[src/rtl/mem_arbiter_mp_if.sv]
// mem_arbiter_mp_if: requester channels and byte-serial RAM/IO bus of mem_arbiter_mp
interface mem_arbiter_mp_if #(
    parameter int NUM_CH = 2,
    parameter int ADDR_W = 32
);
    logic [7:0]               mem_din;
    logic [7:0]               mem_dout;
    logic [ADDR_W-1:0]        mem_a;
    logic                     mem_wr;
    logic [NUM_CH-1:0]        req_valid;
    logic [NUM_CH-1:0]        req_wr;
    logic [NUM_CH*ADDR_W-1:0] req_addr;
    logic [NUM_CH*32-1:0]     req_wdata;
    logic [NUM_CH*2-1:0]      req_size;
    logic [NUM_CH-1:0]        req_ready;
    logic [NUM_CH-1:0]        flush;
    logic [NUM_CH-1:0]        resp_valid;
    logic [31:0]              resp_data;
    modport slave (
        input  mem_din, req_valid, req_wr, req_addr, req_wdata, req_size, flush,
        output mem_dout, mem_a, mem_wr, req_ready, resp_valid, resp_data
    );
    modport master (
        output mem_din, req_valid, req_wr, req_addr, req_wdata, req_size, flush,
        input  mem_dout, mem_a, mem_wr, req_ready, resp_valid, resp_data
    );
endinterface

[src/rtl/mem_arbiter_mp.sv]
// mem_arbiter_mp: round-robin NUM_CH-channel arbiter onto a pipelined byte-serial RAM/IO bus
module mem_arbiter_mp #(
    parameter int NUM_CH = 2,
    parameter int ADDR_W = 32
) (
    input logic clk_in,
    input logic rst_in,
    input logic rdy_in,
    mem_arbiter_mp_if.slave bus
);
    localparam int CH_W = NUM_CH > 1 ? $clog2(NUM_CH) : 1;
    typedef enum logic [1:0] {IDLE, RD, RD_DRAIN, WR} state_t;
    state_t            state_q, state_d;
    logic [CH_W-1:0]   ptr_q, ptr_d, ch_q, ch_d, grant, cand;
    logic [ADDR_W-1:0] base_q, base_d;
    logic [31:0]       wdata_q, wdata_d, data_q, data_d, resp_data_q, resp_data_d;
    logic [2:0]        n_q, n_d, issue_q, issue_d, capt_q, capt_d, eff;
    logic              cap_pend_q, cap_pend_d, paused_q, paused_d, found, issuing;
    logic [NUM_CH-1:0] resp_valid_q, resp_valid_d;
    int                idx;

    function automatic logic [2:0] size2n(input logic [1:0] s);
        return s == 2'd0 ? 3'd1 : s == 2'd1 ? 3'd2 : 3'd4;
    endfunction

    always_comb begin
        grant = '0;
        found = 1'b0;
        idx   = 0;
        cand  = '0;
        for (int k = 1; k <= NUM_CH; k++) begin
            idx = int'(ptr_q) + k;
            if (idx >= NUM_CH) idx = idx - NUM_CH;
            cand = CH_W'(idx);
            if (!found && bus.req_valid[cand] && !bus.flush[cand] && rdy_in) begin
                found = 1'b1;
                grant = cand;
            end
        end
    end

    // A read issues one byte ahead of capture; after a pause it restarts from the first uncaptured byte.
    always_comb begin
        state_d       = state_q;
        ptr_d         = ptr_q;
        ch_d          = ch_q;
        base_d        = base_q;
        wdata_d       = wdata_q;
        n_d           = n_q;
        issue_d       = issue_q;
        capt_d        = capt_q;
        data_d        = data_q;
        cap_pend_d    = 1'b0;
        paused_d      = !rdy_in;
        resp_valid_d  = rdy_in ? '0 : resp_valid_q;
        resp_data_d   = rdy_in ? '0 : resp_data_q;
        eff           = paused_q ? capt_q : issue_q;
        issuing       = (state_q == RD || state_q == RD_DRAIN) && eff < n_q;
        bus.req_ready = '0;
        bus.mem_wr    = 1'b0;
        bus.mem_a     = '0;
        bus.mem_dout  = '0;
        if (state_q == WR) begin
            bus.mem_wr   = rdy_in;
            bus.mem_a    = base_q + ADDR_W'(issue_q);
            bus.mem_dout = wdata_q[{issue_q[1:0], 3'b000} +: 8];
        end else if (issuing) begin
            bus.mem_a = base_q + ADDR_W'(eff);
        end
        if (state_q == IDLE) begin
            if (found) begin
                bus.req_ready[grant] = 1'b1;
                ptr_d   = grant;
                ch_d    = grant;
                base_d  = bus.req_addr[grant*ADDR_W +: ADDR_W];
                wdata_d = bus.req_wdata[grant*32 +: 32];
                n_d     = size2n(bus.req_size[grant*2 +: 2]);
                issue_d = '0;
                capt_d  = '0;
                data_d  = '0;
                state_d = bus.req_wr[grant] ? WR : RD;
            end
        end else if (state_q == WR) begin
            if (rdy_in) begin
                issue_d = issue_q + 3'd1;
                if (issue_d == n_q) begin
                    state_d              = IDLE;
                    resp_valid_d[ch_q]   = 1'b1;
                end
            end
        end else if (bus.flush[ch_q]) begin
            state_d = IDLE;
        end else if (rdy_in) begin
            issue_d    = issuing ? eff + 3'd1 : eff;
            cap_pend_d = issuing;
            if (cap_pend_q) begin
                data_d[{capt_q[1:0], 3'b000} +: 8] = bus.mem_din;
                capt_d = capt_q + 3'd1;
            end
            if (cap_pend_q && capt_d == n_q) begin
                state_d            = IDLE;
                resp_valid_d[ch_q] = 1'b1;
                resp_data_d        = data_d;
            end else begin
                state_d = issue_d == n_q ? RD_DRAIN : RD;
            end
        end
    end

    assign bus.resp_valid = rdy_in ? resp_valid_q : '0;
    assign bus.resp_data  = resp_data_q;

    always_ff @(posedge clk_in or negedge rst_in) begin
        if (!rst_in) begin
            state_q      <= IDLE;
            ptr_q        <= CH_W'(NUM_CH - 1);
            ch_q         <= '0;
            base_q       <= '0;
            wdata_q      <= '0;
            n_q          <= '0;
            issue_q      <= '0;
            capt_q       <= '0;
            data_q       <= '0;
            cap_pend_q   <= 1'b0;
            paused_q     <= 1'b0;
            resp_valid_q <= '0;
            resp_data_q  <= '0;
        end else begin
            state_q      <= state_d;
            ptr_q        <= ptr_d;
            ch_q         <= ch_d;
            base_q       <= base_d;
            wdata_q      <= wdata_d;
            n_q          <= n_d;
            issue_q      <= issue_d;
            capt_q       <= capt_d;
            data_q       <= data_d;
            cap_pend_q   <= cap_pend_d;
            paused_q     <= paused_d;
            resp_valid_q <= resp_valid_d;
            resp_data_q  <= resp_data_d;
        end
    end
endmodule

[src/flat_wrapper.sv]
// flat-port wrapper written by rule: the top's interface ports become plain ports
module mem_arbiter_mp_flat 
#(
    parameter int NUM_CH = 2,
    parameter int ADDR_W = 32
)
  (clk_in, rst_in, rdy_in, bus_mem_din, bus_req_valid, bus_req_wr, bus_req_addr, bus_req_wdata, bus_req_size, bus_flush, bus_mem_dout, bus_mem_a, bus_mem_wr, bus_req_ready, bus_resp_valid, bus_resp_data);
  mem_arbiter_mp_if #(.NUM_CH(NUM_CH), .ADDR_W(ADDR_W)) bus_i ();
  input logic clk_in;
  input logic rst_in;
  input logic rdy_in;
  input wire logic [$bits(bus_i.mem_din)-1:0] bus_mem_din;
  input wire logic [$bits(bus_i.req_valid)-1:0] bus_req_valid;
  input wire logic [$bits(bus_i.req_wr)-1:0] bus_req_wr;
  input wire logic [$bits(bus_i.req_addr)-1:0] bus_req_addr;
  input wire logic [$bits(bus_i.req_wdata)-1:0] bus_req_wdata;
  input wire logic [$bits(bus_i.req_size)-1:0] bus_req_size;
  input wire logic [$bits(bus_i.flush)-1:0] bus_flush;
  output wire logic [$bits(bus_i.mem_dout)-1:0] bus_mem_dout;
  output wire logic [$bits(bus_i.mem_a)-1:0] bus_mem_a;
  output wire logic [$bits(bus_i.mem_wr)-1:0] bus_mem_wr;
  output wire logic [$bits(bus_i.req_ready)-1:0] bus_req_ready;
  output wire logic [$bits(bus_i.resp_valid)-1:0] bus_resp_valid;
  output wire logic [$bits(bus_i.resp_data)-1:0] bus_resp_data;
  assign bus_i.mem_din = bus_mem_din;
  assign bus_i.req_valid = bus_req_valid;
  assign bus_i.req_wr = bus_req_wr;
  assign bus_i.req_addr = bus_req_addr;
  assign bus_i.req_wdata = bus_req_wdata;
  assign bus_i.req_size = bus_req_size;
  assign bus_i.flush = bus_flush;
  assign bus_mem_dout = bus_i.mem_dout;
  assign bus_mem_a = bus_i.mem_a;
  assign bus_mem_wr = bus_i.mem_wr;
  assign bus_req_ready = bus_i.req_ready;
  assign bus_resp_valid = bus_i.resp_valid;
  assign bus_resp_data = bus_i.resp_data;
  mem_arbiter_mp #(.NUM_CH(NUM_CH), .ADDR_W(ADDR_W)) u_core (.clk_in(clk_in), .rst_in(rst_in), .rdy_in(rdy_in), .bus(bus_i));
endmodule
[config.mk]
export PLATFORM = sky130hd
export DESIGN_NAME = mem_arbiter_mp_flat
export DESIGN_NICKNAME = d
export VERILOG_FILES = /design/src/rtl/mem_arbiter_mp_if.sv /design/src/rtl/mem_arbiter_mp.sv /design/src/flat_wrapper.sv
export SDC_FILE = /design/constraint.sdc
export NUM_CORES = 1
export LEC_CHECK = 0
export ABC_CLOCK_PERIOD_IN_PS = 5400
export BUFFER_PORTS_ARGS = -buffer_cell sky130_fd_sc_hd__buf_2
export CAP_MARGIN = 0
export CORE_MARGIN = 2
export CORE_UTILIZATION = 45
export CTS_BUF_LIST = sky130_fd_sc_hd__clkbuf_8 sky130_fd_sc_hd__clkbuf_16
export CTS_CLUSTER_DIAMETER = 60
export DETAILED_ROUTE_END_ITERATION = 8
export PLACE_DENSITY = 0.67
export SYNTH_ARGS = -nofsm -noshare
export SYNTH_HDL_FRONTEND = slang
export SYNTH_SLANG_ARGS = --single-unit
[constraint.sdc]
create_clock -name clk_in -period 5.4 [get_ports clk_in]
set_input_delay 0.27 -clock clk_in [delete_from_list [all_inputs] [get_ports clk_in]]
set_output_delay 0.27 -clock clk_in [all_outputs]
set_load 0.005 [all_outputs]
# Word-level counts from Yosys, hierarchy flattened
# Cells that the tools add are included.
# word_totals
regBits	145
in_bits	149
output_inout_bits	77
word_cells	157
# classes
add_sub_neg	10
order_cmp	9
eq_ne	13
shift	6
mux	83
n_bitwise	1
n_reduce_logical	22
# ops
operator	n
2-to-1 mux 32 bit	14
indexed part select 64 x 7 -> 32 bit	2
adder 32 x 3 -> 32 bit	2
2-to-1 mux 3 bit	19
2-to-1 mux 2 bit	21
bitwise mux 32 bit	1
variable shift 8 x 7 -> 32 bit, first input constant	1
indexed part select 32 x 6 -> 8 bit	1
indexed part select 8 x 7 -> 32 bit	1
2-to-1 mux 1 bit	25
AND reduction 4 bit	3
adder 3 x 1 -> 3 bit, second input constant	3
== test 3 bit	3
logical AND 1 bit	9
less-than comparator 1 x 2 -> 1 bit, second input constant	4
2-to-1 mux 8 bit	1
negator 5 -> 7 bit	1
inequality test 3 bit, second input constant	2
== test 2 x 1 -> 1 bit, second input constant	2
== test 2 bit, second input constant	2
zero test 1 bit	4
zero test 2 bit	2
inequality test 2 x 1 -> 1 bit, second input constant	2
indexed part select 4 x 3 -> 2 bit	1
other kinds (15)	18

# Depth between registers and ports, before layout
# logic_depth
depth_word	20
ltp_mapped	11
ltp_nobuf	10

# Least setup slack after synthesis
# OpenSTA, ideal clock, no wires.
# synth_timing
path_kind	reg2out
start	register u_core.issue_q[1]
end	output bus_mem_a[30]
arrival_time_ns	2.487
t_required_ns	5.130
path_slack_ns	2.643
stages_incl_launch_ff	9
path_buffers	1
cell_sequence	dfrtp_1 > clkbuf_1 > mux2i_1 > fa_1 > nor2b_1 > o2111ai_4 > nor3_1 > a311oi_1 > o2bb2a_1
# synth_between
elab_chain_len	5
# synth_lines
item	line_no	source
start: declaration	mem_arbiter_mp.sv:17	logic [2:0] n_q, n_d, issue_q, issue_d, capt_q, capt_d, eff;
start signal: assignment	mem_arbiter_mp.sv:135	issue_q <= issue_d;
parallel branches: the longest is 4 deep, another holds adder 32 x 3 -> 32 bit	-	
2-to-1 mux 32 bit (*)	mem_arbiter_mp.sv:63	if (state_q == WR) begin
end: declaration	flat_wrapper.sv:20	output wire logic [$bits(bus_i.mem_a)-1:0] bus_mem_a;
# Every way passes the cells marked *.

# Final worst setup path
# layout_timing
start	register u_core.issue_q[0]
end	output bus_mem_a[28]
# Same word-level chain as after synthesis.

==> results by group <==
STA
  • Slew Limit Fails: 0
  • Final setup fails: 0
  • Setup TNS Final: 0 ns
  • Final hold vios: 0
  • Final worst-path cycle share: 77.8%
  • Final hold slack: 0.129 ns
  • Tmin final: roughly 4.2 ns
  • Clock skew: 0.00634 ns
  • Slew headroom: 26.3%
  • Worst slew pin tran: roughly 1.1 ns
  • Unrepaired setup endpoints after global routing: false
  • Final worst setup slack: 1.20 ns
  • Max Fclk: between 200 and 250 MHz

Run
  • MaxCap Viol Count: 0

Synth
  • Synth cell count leaders: 144 x dfrtp_1, 112 x nand2_1, 98 x a22oi_1, 98 x o21ai_0, 50 x clkbuf_1
  • Unique masters post-synth: 84
  • Yosys reg bits: 145
  • Area share of the leading cell type in the synthesized netlist: 40.0%
  • Post-Syn Area: 9000 µm²
  • Largest area contributor in the netlist: dfrtp_1
  • Number of flops mapped to enable cells by yosys: 0
  • Syn_area_per_cell: around 9.2 µm²
  • Most common cell in the netlist: dfrtp_1
  • Ys flop type: dfrtp_1
  • Syn_nets: approximately 1.2k
  • Synthesis warning total: 0
  • FFs w/ async S/R, synth: 100%
  • Register area share after synthesis: 40.3%
  • Synth top area cells: dfrtp_1 40%, a22oi_1 8.2%, o21ai_0 5.5%
  • Syn Inst Count: 981

Floorplan
  • Initial core utilization: 46.1%
  • IO Pins: approximately 230
  • Die ar.: 21100 µm²
  • Height of the chip: ~150 µm
  • Num rows: 51
  • CORE AREA: 19500 µm²
  • Die W: 145 µm

Worst setup path
  • Worst path required time: 5.13 ns
  • Critical Setup Path Class: reg2out
  • Critical path endpoint category: primary output
  • Worst reg-to-reg setup slack: 2.54 ns
  • Critical Path AT: 3.93 ns
  • Critical Path Start Type: flip-flop
  • Crit-path max FO: 14

Finish
  • Area grow syn2layout: 20.2%
  • Share of post-route cells with drive strength above 1: a little over a quarter
  • Non-filler instance count after layout: 1435
  • Multi-input logic area: roughly 4900 µm²
  • Fillers: 1840
  • Design Area, Final: about 11000 µm²
  • Fin nets: approximately 1.3k
  • Ant diodes: 0
  • Final core occ: 55.4%
  • Register area: around 3600 µm²

Placement
  • Place WS: 1.66 ns
  • Routability cong.: between 0.9 and 1
  • Placed instance count: approximately 1.4k
  • Placed Area: 10200 µm²
  • Detailed Place HPWL: 19100 µm
  • I/O Buffers: 225

CTS
  • Clk_lat worst skew: 0.43 ns
  • Sink Count: 145
  • CTS resizes: 0
  • CTS buffer count: 17
  • Clock transition at path regs: 0.06 ns
  • Clk buf depth: 2
  • H-tree lvl count: 4
  • TritonCTS clock tree: built
  • Postcts setup bufs: 0
  • Root Driver: clkbuf_16

Global routing
  • Grt total ovfl: 0
  • First-pass GRT wire length: roughly 44000 µm
  • Pin count of the biggest net entering global routing: 90
  • Vias in the first global route: 8240
  • Overall Global Routing Usage: 25.6%
  • Initial antenna violation count: 0

Detailed routing
  • Routed len/inst: roughly 19 µm
  • Via density: 5.88
  • Routed WL: 26600 µm
  • DRC Markers: 0
  • DR iter-0 viols: 605
  • ANT nets after route: 0
  • Pre-antenna DRT Iters: 5
  • Via count: 8439

Power
  • Maximum vdd ir drop: 0.258 mV
  • Leak: 4.98 nW
  • Cell Pwr Density: roughly 490 nW/µm²
  • Total power: roughly 5.3 mW

Min path
  • Tightest Hold Check Type: in2reg

Run status
  • Status: finished, final reports clean
==> per-layer routing <==
metal | routed length [µm] | up-vias | global-route usage (%) | share of wire (%)
li1 | - | 4013 | - | -
met3 | 1680 | 38 | 4.51 | 6.3
met2 | 12500 | 310 | 41.0 | 47
met4 | 666 | 0 | 8.68 | 2.5
met5 | 0 | - | 0 | 0
met1 | 11700 | 4078 | 35.4 | 44
==> where the power goes <==
part | leakage [nW] | switching, mW | internal [mW]
Sequential | 1.91 | 0.385 | 1.37
Clock | 0.288 | 0.495 | 0.712
Combinational | 2.78 | 1.35 | 0.959
Total | 4.98 | 2.23 | 3.04
==> cell families (layout without fill, tap and decap cells) <==
kind of cell             after synthesis  count (layout)  share of synthesized area (%)
multiplexers                          23              23                           3.77
XOR/XNOR                              32              32                           3.28
flip-flops                           145             145                           40.3
AND/OR/NAND/NOR                      277             277                           15.7
AO/OA/AOI/OAI                        362             362                           28.2
buffers and inverters                122             311                           5.69
adder cells (fa/ha/maj)               20              20                           2.95
==> cell type report <==
cell class / instances / area share, %
Sequential cell: 145 / 33.6
Inverter: 43 / 1.49
Timing Repair Buffer: 236 / 11.3
Clock buffer: 19 / 4.19
Clock inverter: 13 / 1.40
Tap cell: 265 / 3.07
Multi-Input combinational cell: 714 / 45.0
==> path summary, 6_finish.rpt <==
path,startpoint,depth (start not counted),end
worst max register to register,u_core.capt_q[0],7,u_core.state_q[0]
worst min-delay path,bus_req_addr[19],3,u_core.base_q[19]
min in group asynchronous,rst_in,2,asynchronous set/reset pin
worst min register to register,u_core.wdata_q[18],2,u_core.wdata_q[18]
max in group asynchronous,rst_in,3,u_core.issue_q[0]
worst max-delay path,u_core.issue_q[0],11,bus_mem_a[28]
==> worst max-delay path: stages (launching register included) <==
cell	delay (ns)
dfrtp_1	0.83
mux2i_2	0.26
inv_2	0.16
ha_1	0.18
inv_1	0.06
fa_1	0.41
nor2b_1	0.32
o2111ai_4	0.24
nor3_1	0.36
o21ai_0	0.12
a221oi_1	0.36
buf_2	0.18
==> layout by cell type, fill, tap and decap left out, types with 7 or more instances in the layout <==
cell / count
o32ai_1: 16
and2_1: 12
mux2i_1: 10
o21ai_0: 98
nor2_1: 43
a22o_1: 16
inv_1: 41
nor4_1: 7
nand3_1: 24
mux4_2: 8
nor3_1: 12
dfrtp_1: 144
a21o_1: 25
a22oi_1: 98
buf_4: 10
a21oi_1: 21
o22ai_1: 20
nand4_1: 7
xor2_1: 9
and3_1: 13
xnor2_1: 22
clkbuf_16: 17
a211oi_1: 10
nand2_1: 112
buf_2: 224
ha_1: 17
==> what timing repair did <==
item	CTS	global route
endpoints found under the hold margin	87	0
endpoints found under the setup margin	0	0
hold buffers	1	0
(Power assumes the default switching activity.)
